## src/rtl/common_sync_pkg.sv

```systemverilog
// Shared types and helpers for the destination-domain synchronizer/filter slice.
// Holds the edge-filter state encoding, the glitch counter width and the run-counter width helper.
package common_sync_pkg;

    typedef enum logic {
        STABLE    = 1'b0,
        CANDIDATE = 1'b1
    } filt_state_e;

    localparam int GLITCH_CNT_W = 8;

    // Run counter only needs to reach FILT_CNT-1, but never shrink below one bit.
    function automatic int filt_cnt_w(input int n);
        int w;
        w = $clog2(n);
        return (w < 1) ? 1 : w;
    endfunction

endpackage

```

## src/rtl/sync_edge_filter.sv

```systemverilog
// Glitch filter for a synchronized level: emits a clean level plus rise/fall strobes; optional glitch count under SYNC_EDGE_FILTER_GLITCH_CNT_EN.
// Latency: FILT_CNT dest_clk cycles from a D_in change to D_filt; no backpressure, en=0 freezes the output and drops any candidate.
module sync_edge_filter
    import common_sync_pkg::*;
#(
    parameter int   FILT_CNT  = 4,
    parameter logic RESET_VAL = 1'b0
) (
    input  logic                    dest_clk,
    input  logic                    rstn,
    input  logic                    en,
    input  logic                    D_in,
    output logic                    D_filt,
    output logic                    rise_pulse,
    output logic                    fall_pulse,
    output logic [GLITCH_CNT_W-1:0] glitch_cnt
);

    localparam int               RUN_W    = filt_cnt_w(FILT_CNT);
    localparam logic [RUN_W-1:0] RUN_LAST = RUN_W'(FILT_CNT - 1);
    localparam logic [RUN_W-1:0] RUN_ONE  = RUN_W'(1);

    if (FILT_CNT < 1 || FILT_CNT > 255) begin : g_bad_filt_cnt
        $error("sync_edge_filter: FILT_CNT must lie in 1..255");
    end

    filt_state_e      state, state_nxt;
    logic [RUN_W-1:0] run, run_nxt;
    logic             accept;

    always_comb begin
        state_nxt = state;
        run_nxt   = run;
        accept    = 1'b0;
        case (state)
            STABLE: begin
                if (en && (D_in != D_filt)) begin
                    if (FILT_CNT == 1) begin
                        accept = 1'b1;
                    end else begin
                        state_nxt = CANDIDATE;
                        run_nxt   = RUN_ONE;
                    end
                end
            end
            CANDIDATE: begin
                // Disable and glitch both abandon the candidate; only the glitch is counted.
                if (!en || (D_in == D_filt)) begin
                    state_nxt = STABLE;
                    run_nxt   = '0;
                end else if (run == RUN_LAST) begin
                    accept    = 1'b1;
                    state_nxt = STABLE;
                    run_nxt   = '0;
                end else begin
                    run_nxt = run + RUN_ONE;
                end
            end
            default: begin
                state_nxt = STABLE;
                run_nxt   = '0;
            end
        endcase
    end

    always_ff @(posedge dest_clk) begin
        if (!rstn) begin
            state      <= STABLE;
            run        <= '0;
            D_filt     <= RESET_VAL;
            rise_pulse <= 1'b0;
            fall_pulse <= 1'b0;
        end else begin
            state      <= state_nxt;
            run        <= run_nxt;
            D_filt     <= accept ? ~D_filt : D_filt;
            rise_pulse <= accept & ~D_filt;
            fall_pulse <= accept & D_filt;
        end
    end

`ifdef SYNC_EDGE_FILTER_GLITCH_CNT_EN
    logic                    glitch_evt;
    logic [GLITCH_CNT_W-1:0] glitch_q;

    assign glitch_evt = (state == CANDIDATE) && en && (D_in == D_filt);

    always_ff @(posedge dest_clk) begin
        if (!rstn) begin
            glitch_q <= '0;
        end else if (glitch_evt && (glitch_q != '1)) begin
            glitch_q <= glitch_q + GLITCH_CNT_W'(1);
        end
    end

    assign glitch_cnt = glitch_q;
`else
    assign glitch_cnt = '0;
`endif

endmodule

```

## config.mk

```make
export PLATFORM = sky130hd
export DESIGN_NAME = sync_edge_filter
export DESIGN_NICKNAME = d
export VERILOG_FILES = /design/src/rtl/common_sync_pkg.sv /design/src/rtl/sync_edge_filter.sv
export SDC_FILE = /design/constraint.sdc
export NUM_CORES = 1
export LEC_CHECK = 0
export CAP_MARGIN = 20
export CORE_AREA = 2 2 39 41
export DETAILED_ROUTE_END_ITERATION = 12
export DIE_AREA = 0 0 41 43
export GPL_ROUTABILITY_DRIVEN = 0
export GPL_TIMING_DRIVEN = 0
export PLACE_DENSITY = 0.47
export SKIP_CTS_REPAIR_TIMING = 1
export SYNTH_ARGS = -nofsm -noshare
export SYNTH_HDL_FRONTEND = slang
export SYNTH_SLANG_ARGS = --single-unit
```

## constraint.sdc

```tcl
create_clock -name dest_clk -period 1.41 [get_ports dest_clk]
set_input_delay 0.141 -clock dest_clk [delete_from_list [all_inputs] [get_ports dest_clk]]
set_output_delay 0.141 -clock dest_clk [all_outputs]
set_load 0.005 [all_outputs]
```

==> metrics.txt <==
Slowest cell on crit path clkdlybuf4s50_1; Avg WL per Cell between 7 and 8 um; Top Ports 15; Post-Place Cells 60; Comb pwr share 0.112; Hold WS between 0.5 and 0.6 ns; CTS sink count 6; critical path depth in cells 1; Clock power frac 0.419; Final Max Slew Viols 0; CP delay by family, top buffers and inverters; RSZ-0062 raised after global routing no; register bit total from synthesis 6; Multi-input gate area approximately 150 sq um; crit path DAT ~1.2 ns; Max Clock Freq 0.762 GHz; Yosys top cell by area dfxtp_1; outcome complete, no violations; Sequential Power Share 0.469; Post-Syn Instances 31; layout cells sized above 1 0.255; via count ~220; Power Internal ~300 uW; wirelength, routed approximately 450 um; Final ANT Viol Nets 0; Final #Nets 54; top cells by area, synth dfxtp_1 40%, buf_4 20%, mux2i_1 6.6%, nand3_1 5.0%, ha_1 4.1%; Warnings, synthesis 0; CP Capture Type output pin; Worst setup SP type flip-flop; Detailed Place HPWL between 300 and 400 um; period utilization 0.931; CP Max Fanout 5; initial antenna violation count 0; Critical Path RT 1.27 ns; fillcell total 156; Crit Path Class flip-flop to output pin; Power Dens Cells ~870 mW/mm^2; syn_area_per_cell between 9 and 10 sq um; row count 14; Syn Std Cell Area between 300 and 400 sq um; CTS tree built; cts bufs inserted 3; first-pass GRT wire length between 700 and 800 um; GRT overflow 0; worst path bufs/invs 1; MaxCap Viol Count 0; I/O Buffers 6; starting density of the core 0.219; Max Root-Sink Buffers 2; largest net degree at the start of global routing 7; setup TNS 0 ns; vias in the first global route ~200; Critical Path Max Stage Delay ~0.53 ns; 1st-iter DRT viols 0; H-tree depth 1; Hold Violations, Final 0; unique cell type count in the Yosys netlist 16; Die Y approximately 43 um; clock-pin slew on the worst setup and hold paths approximately 0.050 ns; VDD IR-drop max slightly above 0.4 mV; Diodes inserted 0; worst hold-check path type flip-flop to flip-flop; vias per cell approximately 3.5; P&R area growth vs syn 42.6%; register area roughly 120 sq um; Seq/Total Area, Yosys 0.397; CTS root buffer clkbuf_4; # DRC 0; Tot GR Track Use 0.0694; Die X-Extent between 40 and 50 um; Switch Pwr between 70 and 80 uW; Clock Latency Late Sink 0.24 ns; CP Cell Sequence clkdlybuf4s50_1; Lkg Pwr around 0.00022 uW; Hold Path Cell Cnt 2; post-synth top area share 0.397; Reg2Reg Depth 3; Post-Layout Cell Count 63; DR pass1 iterations 1; Fin Clk Skew 0.00232 ns; core area ~0.0014 sq mm; setup violators final 0; Sw Ratio 0.210; Tmin final between 1 and 1.5 ns; die area 0.00176 sq mm
[cell families after synthesis]
| family | after synthesis | synth area share |
|---|---|---|
| compound gates | 2 | 0.0496 |
| simple gates | 10 | 0.207 |
| fa+ha+maj | 1 | 0.0413 |
| flops | 6 | 0.397 |
| mux | 2 | 0.0661 |
| other cells | 1 | 0.0124 |
| buf+inv | 8 | 0.198 |
| xor+xnor | 1 | 0.0289 |
[synth_stat cells, drive strengths merged]
master	instances
xor2	1
o21ai	1
and2	2
and4	1
nor3b	1
mux2i	2
buf	8
ha	1
nand3b	1
nand3	3
nor2	1
dfxtp	6
conb	1
nor2b	1
o211a	1
[state kept, by name (all words and copies together) (netlist names)]
signal	count
run	2
D_filt	1
fall_pulse	1
rise_pulse	1
state	1
[path summary, 6_finish.rpt]
kind / slack, ns / endpoint / startpoint
worst max-delay path: 0.1 / D_filt / D_filt
worst min-delay path: 0.50 / run[1] / run[1]
worst max register to register: 0.36 / run[0] / D_filt
worst min register to register: 0.50 / run[1] / run[1]
[power groups by stage]
stage          Combinational (uW)  Sequential (uW)  Clock [uW]
2_1_floorplan                29.3              179           0
6_report                     42.0              176         157
3_5_place_dp                 41.7              179           0
4_1_cts                      41.7              176         169
5_1_grt                      48.2              176         175
3_3_place_gp                 41.9              179           0
[routing by layer]
| metal | global-route usage | wire (um) |
|---|---|---|
| met5 | 0 | 0 |
| met4 | 0.0200 | 0 |
| met3 | 0.0628 | 36 |
| met2 | 0.0813 | 192 |
| met1 | 0.0906 | 217 |
[metrics by stage]
stage	area [sq um]	total power (uW)	utilization	worst slack (ns)
2_1_floorplan	329	208	-	0.401
3_3_place_gp	409	221	0.296	0.146
3_5_place_dp	409	221	0.296	0.142
4_1_cts	432	387	0.312	0.0816
5_1_grt	432	399	0.312	0.0406
6_report	432	375	0.312	0.0979
[layout make-up]
cell class / count / share of cell area
multi-input cells: 24 / 0.345
plain buffers: 8 / 0.139
repair buffers: 6 / 0.139
flip-flops and latches: 6 / 0.278
clock buffers: 3 / 0.0522
well taps: 16 / 0.0464
[layout by cell type (no fill, tap or decap)]
master	instances
and2_1	1
and2_2	1
and4_1	1
buf_4	8
clkbuf_4	3
clkdlybuf4s50_1	6
conb_1	8
dfxtp_1	6
ha_1	1
mux2i_1	2
nand3_1	3
nand3b_1	1
nor2_1	1
nor2b_1	1
nor3b_1	1
o211a_1	1
o21ai_0	1
xor2_1	1
[worst register-to-register path: cells and delay by family (launching register included)]
family / cells / cell delay [ns]
flip-flops: 1 / 0.35
AND/OR/NAND/NOR: 1 / 0.22
XOR/XNOR: 1 / 0.18
AO/OA/AOI/OAI: 1 / 0.20
Power figures use the tool's default switching activity.
